### src/rtl/regfile_sequencer.sv
// regfile_sequencer: initiator side of the byte-serial register file port.
// Assembles two 32-bit operands from four LSB-first read beats and
// serializes a 32-bit write-back value into four byte write beats.
module regfile_sequencer #(
   parameter int ADDR_W   = 4,
   parameter bit ZERO_REG = 1'b1
) (
   input  logic              clk,
   input  logic              rst,
   input  logic              rd_req,
   output logic              rd_ready,
   input  logic [ADDR_W-1:0] rs1_addr,
   input  logic [ADDR_W-1:0] rs2_addr,
   output logic              op_valid,
   output logic [31:0]       rs1_val,
   output logic [31:0]       rs2_val,
   input  logic              wb_valid,
   output logic              wb_ready,
   input  logic [ADDR_W-1:0] wb_addr,
   input  logic [31:0]       wb_data,
   output logic [1:0]        rf_phase,
   output logic [ADDR_W-1:0] rf_rs1,
   output logic [ADDR_W-1:0] rf_rs2,
   output logic [ADDR_W-1:0] rf_rd,
   input  logic [7:0]        rf_rs1_dat,
   input  logic [7:0]        rf_rs2_dat,
   output logic [7:0]        rf_rd_dat,
   output logic              rf_we,
   output logic              busy
);

   typedef enum logic [1:0] {
      IDLE  = 2'd0,
      READ  = 2'd1,
      WRITE = 2'd2
   } state_t;

   state_t            r_state;
   logic [1:0]        r_ph;
   logic [ADDR_W-1:0] r_rs1_a;
   logic [ADDR_W-1:0] r_rs2_a;
   logic [ADDR_W-1:0] r_rd_a;
   logic [31:0]       r_wdata;
   logic [23:0]       r_sh1;
   logic [23:0]       r_sh2;
   logic [31:0]       r_rs1_val;
   logic [31:0]       r_rs2_val;
   logic              r_op_valid;

   logic              w_rs1_zero;
   logic              w_rs2_zero;
   logic              w_rd_zero;
   logic [7:0]        w_b1;
   logic [7:0]        w_b2;
   logic              w_active;

   // Register 0 is hard-wired to zero when ZERO_REG is set: reads mask, writes drop.
   assign w_rs1_zero = ZERO_REG && (r_rs1_a == '0);
   assign w_rs2_zero = ZERO_REG && (r_rs2_a == '0);
   assign w_rd_zero  = ZERO_REG && (r_rd_a == '0);
   assign w_b1       = w_rs1_zero ? 8'h00 : rf_rs1_dat;
   assign w_b2       = w_rs2_zero ? 8'h00 : rf_rs2_dat;
   assign w_active   = (r_state == READ) || (r_state == WRITE);

   // Write-back wins over read in IDLE so a following read sees the new value.
   assign wb_ready  = (r_state == IDLE);
   assign rd_ready  = (r_state == IDLE) && !wb_valid;
   assign busy      = (r_state != IDLE);

   assign rf_phase  = w_active ? r_ph : 2'd0;
   assign rf_rs1    = r_rs1_a;
   assign rf_rs2    = r_rs2_a;
   assign rf_rd     = r_rd_a;
   assign rf_we     = (r_state == WRITE) && !w_rd_zero;
   assign rf_rd_dat = (r_state == WRITE) ? r_wdata[{r_ph, 3'b000} +: 8] : 8'h00;

   assign op_valid  = r_op_valid;
   assign rs1_val   = r_rs1_val;
   assign rs2_val   = r_rs2_val;

   // Sequencer FSM: handshake in IDLE, then four phase beats of READ or WRITE.
   always_ff @(posedge clk or posedge rst) begin
      if (rst) begin
         r_state    <= IDLE;
         r_ph       <= 2'd0;
         r_rs1_a    <= '0;
         r_rs2_a    <= '0;
         r_rd_a     <= '0;
         r_wdata    <= 32'h0;
         r_sh1      <= 24'h0;
         r_sh2      <= 24'h0;
         r_rs1_val  <= 32'h0;
         r_rs2_val  <= 32'h0;
         r_op_valid <= 1'b0;
      end else begin
         r_op_valid <= 1'b0;
         case (r_state)
            IDLE: begin
               r_ph <= 2'd0;
               if (wb_valid) begin
                  r_rd_a  <= wb_addr;
                  r_wdata <= wb_data;
                  r_state <= WRITE;
               end else if (rd_req) begin
                  r_rs1_a <= rs1_addr;
                  r_rs2_a <= rs2_addr;
                  r_state <= READ;
               end
            end
            READ: begin
               r_ph <= r_ph + 2'd1;
               case (r_ph)
                  2'd0: begin
                     r_sh1[7:0] <= w_b1;
                     r_sh2[7:0] <= w_b2;
                  end
                  2'd1: begin
                     r_sh1[15:8] <= w_b1;
                     r_sh2[15:8] <= w_b2;
                  end
                  2'd2: begin
                     r_sh1[23:16] <= w_b1;
                     r_sh2[23:16] <= w_b2;
                  end
                  default: begin
                     // Last beat: publish both full words at once.
                     r_rs1_val  <= {w_b1, r_sh1};
                     r_rs2_val  <= {w_b2, r_sh2};
                     r_op_valid <= 1'b1;
                     r_state    <= IDLE;
                  end
               endcase
            end
            WRITE: begin
               r_ph <= r_ph + 2'd1;
               if (r_ph == 2'd3) begin
                  r_state <= IDLE;
               end
            end
            default: begin
               r_ph    <= 2'd0;
               r_state <= IDLE;
            end
         endcase
      end
   end

endmodule

### config.mk
export PLATFORM = sky130hd
export DESIGN_NAME = regfile_sequencer
export DESIGN_NICKNAME = d
export VERILOG_FILES = /design/src/rtl/regfile_sequencer.sv
export SDC_FILE = /design/constraint.sdc
export NUM_CORES = 1
export LEC_CHECK = 0
export ABC_AREA = 1
export BUFFER_PORTS_ARGS = -buffer_cell sky130_fd_sc_hd__buf_2
export CORE_MARGIN = 3
export CORE_UTILIZATION = 45
export CTS_CLUSTER_SIZE = 16
export DETAILED_ROUTE_END_ITERATION = 12
export MAX_ROUTING_LAYER = met4
export PLACE_DENSITY = 0.69
export SETUP_SLACK_MARGIN = 0.2
export SYNTH_ARGS = -nofsm -noshare
export SYNTH_HDL_FRONTEND = slang
export SYNTH_SLANG_ARGS = --single-unit
export TNS_END_PERCENT = 5
### constraint.sdc
create_clock -name clk -period 15.4 [get_ports clk]
set_input_delay 3.08 -clock clk [delete_from_list [all_inputs] [get_ports clk]]
set_output_delay 3.08 -clock clk [all_outputs]
set_load 0.03 [all_outputs]
**Word-level counts from Yosys, hierarchy flattened**

Index checks and enable logic that the tools add are counted.

- Bits in latches: 0
- ROM bits: 0
- Bits in writable memories: 0
- Output and inout port bits: 91
- Register bits: 161
- Logic and storage cells: 59
- Memories kept: 0
- Bits of input ports: 64

- Add/subtract/negate cells: 1
- Order comparisons: 0
- $mul: 0
- Multiplexer cells: 12
- Equal/unequal tests: 8
- Div/mod/pow operators: 0
- Bitwise gates (word level): 2
- Reduce and logical (&&, ||, !) cells: 20
- Shift operators: 1

Operators with widths:

| operator | count |
|---|---|
| $shiftx 32x6->8 | 1 |
| $mux 8 | 3 |
| $logic_not 4->1 | 3 |
| $mux 2 | 6 |
| $reduce_and 2->1 | 5 |
| $eq 2x2->1 const B | 3 |
| $pmux 2 s3 | 1 |
| $reduce_and 3->1 | 2 |
| $eq 2x1->1 const B | 2 |
| $logic_not 2->1 | 2 |
| $ne 3x3->1 const B | 1 |
| $reduce_or 3->1 | 1 |
| $add 2x1->2 const B | 1 |
| $logic_and 1x1->1 | 2 |
| $logic_not 1->1 | 2 |
| $mux 1 | 2 |
| $ne 2x1->1 const B | 1 |
| $ne 2x2->1 const B | 1 |
| $not 1->1 | 2 |
| $reduce_bool 2->1 | 1 |
| $reduce_or 2->1 | 1 |
| $logic_or 1x1->1 | 1 |

**Depth between registers and ports, before layout**

- Word-level depth: 4
- Gate-level depth with buffers: 9
- Mapped depth without buffers: 7

**Worst setup path before layout**

No wires, ideal clock.

- Path type: input -> output
- Start point: input wb_valid
- End point: output rd_ready
- Required time: 12320 ps
- Slack: 8876 ps
- Buffers on the path: 0
- Stages: 3
- Arrival time: 3444 ps
- Cells stage by stage: inv_1 > nand2_1 > inv_1

- Word-level cells in the longest chain between the ends: 2

RTL lines:

| what | line | RTL |
|---|---|---|
| start: declaration | 17 | `input logic wb_valid,` |
| $logic_not 1->1 | 67 | `assign rd_ready = (r_state == IDLE) && !wb_valid;` |
| $logic_and 1x1->1 | 67 |  |
| end: declaration | 11 | `output logic rd_ready,` |

No other way between the ends.

**Final worst setup path**

Ends and elaborated chain as after synthesis.

==> results by group <==
Pwr
  • Maximum VDD drop: 85.76 uV
  • Pint: approximately 0.0010 W
  • Sw Share: between 40% and 50%
  • Pwr/cell area: 214.9 nW/um^2
  • Net Switching: 0.0007039 W
  • Seq pwr share: 39.6%
  • Clock Power Share: 24.5%
  • Pleak: 4.448 nW
  • Gate power share: 35.9%

Clock tree
  • Post-CTS setup buffer count: 0
  • Hold buffers post-CTS: 0
  • H-tree Lvls: 4
  • CTS buffer count: 17
  • Clk sinks: 161
  • Post-CTS Resized: 0
  • Clock Tree Root: clkbuf_16
  • Worst-skew pair later-pin latency: 0.42 ns
  • CTS tree: yes
  • Clock Tree Buf Depth: 2
  • Reg clk slew, reported paths: 0.06 ns

Setup path
  • Top delay family on crit path: buffers and inverters
  • CP max stage cell: buf_2
  • Req. time, crit path: 12.32 ns
  • CP endpoint kind: primary output
  • Reg2Reg Setup Slack: ~12 ns
  • Critical path's largest stage delay: ~0.19 ns
  • Worst Setup Start Kind: input pin
  • CP Cell Sequence: buf_2 -> inv_1 -> nand2_1 -> inv_1 -> buf_2
  • Critical path fanouts, max: 2
  • Crit path DAT: 3.61 ns
  • Worst setup path class: in -> out
  • Worst path bufs/invs: 4

Place
  • Placed Instances: approximately 1,100
  • Placed cell area: 7485 um^2
  • Post-DP HPWL: 10,430 um
  • Post-Place Worst Slack: 8.709 ns
  • Gp weighted congestion: 0.8599
  • Port bufs: between 150 and 200

Global route
  • Global-route wire length before repair: 25,730 um
  • Initial antenna violation count: 0
  • Global Route Usage Sum: 20.32%
  • Vias in the first global route: 5,125
  • Congestion Overflow GR: 0
  • Largest net degree at the start of global routing: 88

Finish
  • Fraction of layout cells with a size suffix above 1: 21.72%
  • Area Growth Syn to Fin: 20.61%
  • Number of fill cells in the layout: 1,335
  • # nets final: approximately 980
  • Non-Filler Instances: approximately 1,100
  • Diode count: 0
  • Footprint of the multi-input gates: 2150 um^2
  • Reg area: slightly above 4000 um^2
  • Final instance area: 8092 um^2

Route
  • Drt drc: 0
  • Total Routed Length: 15,650 um
  • Iteration-0 DRC Markers: 377
  • Vias post-DR: between 5,000 and 6,000
  • Vias per inst: 4.893
  • Drt wl/cell: 14.28 um
  • Pre-Repair DR Iteration Count: 7
  • Final ANT Viol Nets: 0

Synth
  • Syn avg cell area: approximately 9 um^2
  • Synth Instances: 765
  • Ys Warns: 0
  • Distinct cell type count after synthesis: 21
  • Yosys top cell area share: between 60% and 70%
  • Yosys top cell by area: dfrtp_1
  • #FFs+latches synth: 161
  • Synth area leaders: dfrtp_1, nand2_1, nand3_1, o21ai_0, inv_1
  • Part of the Yosys area used for sequential elements: 60.05%
  • Synthesized area: about 6700 um^2
  • Post-Syn Nets: 838

STA
  • Max-slew violations: 0
  • Final setup fails: 0
  • Setup_tns: 0 ns
  • Tcrit/Tclk final: 43.42%
  • Worst-Margin Slew: approximately 1.1 ns
  • Final setup margin: ~8.7 ns
  • Final Hold Viols: 0
  • WHS: 0.4660 ns
  • Layout Skew: 0.01053 ns
  • Unrepaired setup endpoints after global routing: no
  • Fmax: 149.5 MHz
  • Tmin final: approximately 6.7 ns
  • Headroom to the max-slew limit: 29.54%

Floorplanning
  • Horiz. Die Dim: about 130 um
  • Row cnt: 43
  • Initial Util: a little under half
  • Die ar.: 16,410 um^2
  • Core ar.: 14,200 um^2
  • Die H: between 100 and 150 um
  • Ports: 155

Worst hold path
  • HP Class: reg -> reg

Job
  • Max_cap viols: 0

Run status
  • Status: finished clean
## state kept, by name, indices dropped and copies added, names as in the netlist, 4 cells and up
name     count
rs2_val     32
rf_rs1       4
rf_rd        4
rf_rs2       4
r_sh1       24
r_sh2       24
r_wdata     32
rs1_val     32
## worst reg2reg max path, cell delays in order (launching register included)
cell	delay [ns]
dfrtp_1	0.63
ha_1	0.36
nand2_2	0.05
buf_4	0.63
clkinv_2	0.80
nand3_1	0.31
nand2_1	0.08
## cells in the final DEF, fill, tap and decap left out
master	synthesis	final
nand2_2	4	4
nand2_1	308	308
clkinv_1	1	1
clkinvlp_4	0	1
o21ai_0	59	59
clkbuf_8	0	4
inv_1	69	68
clkinv_4	1	4
inv_2	2	2
a21oi_1	8	8
inv_4	1	1
ha_1	9	9
nor2_4	1	1
inv_6	0	3
o21ai_1	13	13
clkbuf_16	0	17
dfrtp_1	161	161
clkinv_2	1	4
buf_4	8	2
a21boi_0	1	1
nor2_1	7	7
bufinv_16	0	2
nand3_1	82	82
buf_2	15	154
## path summary, 6_finish.rpt
check / end / from / depth (start not counted)
max reg2reg: rs1_val[30] / r_ph[0] / 6
min in group asynchronous: rf_rs2[2] / rst / 2
max in group asynchronous: r_sh1[23] / rst / 3
min reg2reg: rs1_val[15] / r_sh1[15] / 2
min: rs1_val[15] / r_sh1[15] / 2
max: rd_ready / wb_valid / 5
## logic make-up after synthesis
group | share of synthesized area (%)
DFF | 60.05
and+or+nand+nor | 24.28
adders and majority gates | 1.679
buffers and inverters | 7.908
AOI/OAI and AO/OA | 6.080
## metrics by stage
stage / util, % / power (W)
after floorplan: - / 0.001146
after global routing: 56.97 / 0.001862
after CTS: 56.97 / 0.001757
after detailed placement: 52.70 / 0.001323
after global placement: 52.70 / 0.001308
final: 56.97 / 0.001739
## metal layers
metal	vias up	routed length [um]	global-route usage, %
li1	2658	-	-
met1	2515	7432	28.91
met2	167	7056	29.57
met3	23	907	3.958
met4	0	255	6.429
met5	-	0	-
## area by class of cell
cell class | instances | area share [%]
Sequential cell | 161 | 49.79
Multi-Input combinational cell | 492 | 26.57
Timing Repair Buffer | 156 | 9.711
Clock buffer | 21 | 5.938
Inverter | 75 | 3.649
Tap cell | 180 | 2.783
Clock inverter | 11 | 1.562
## power groups by stage
stage          sequential, W  clock, W  combinational, W
2_1_floorplan       0.000814         0          0.000332
3_3_place_gp        0.000690         0          0.000618
3_5_place_dp        0.000695         0          0.000628
4_1_cts             0.000689  0.000437          0.000632
5_1_grt             0.000712  0.000454          0.000696
6_report            0.000688  0.000427          0.000624
## cell usage after synthesis
cell / instances
inv_2: 2
nand2_2: 4
clkinv_1: 1
a21boi_0: 1
clkinv_2: 1
ha_1: 9
nor2_4: 1
nor2_1: 7
buf_6: 7
clkinv_4: 1
a21oi_1: 8
nand3_1: 82
o21ai_1: 13
buf_2: 15
dfrtp_1: 161
buf_4: 8
clkbuf_1: 7
nand2_1: 308
o21ai_0: 59
inv_4: 1
inv_1: 69
No activity file was read; power rests on OpenSTA's default activity.
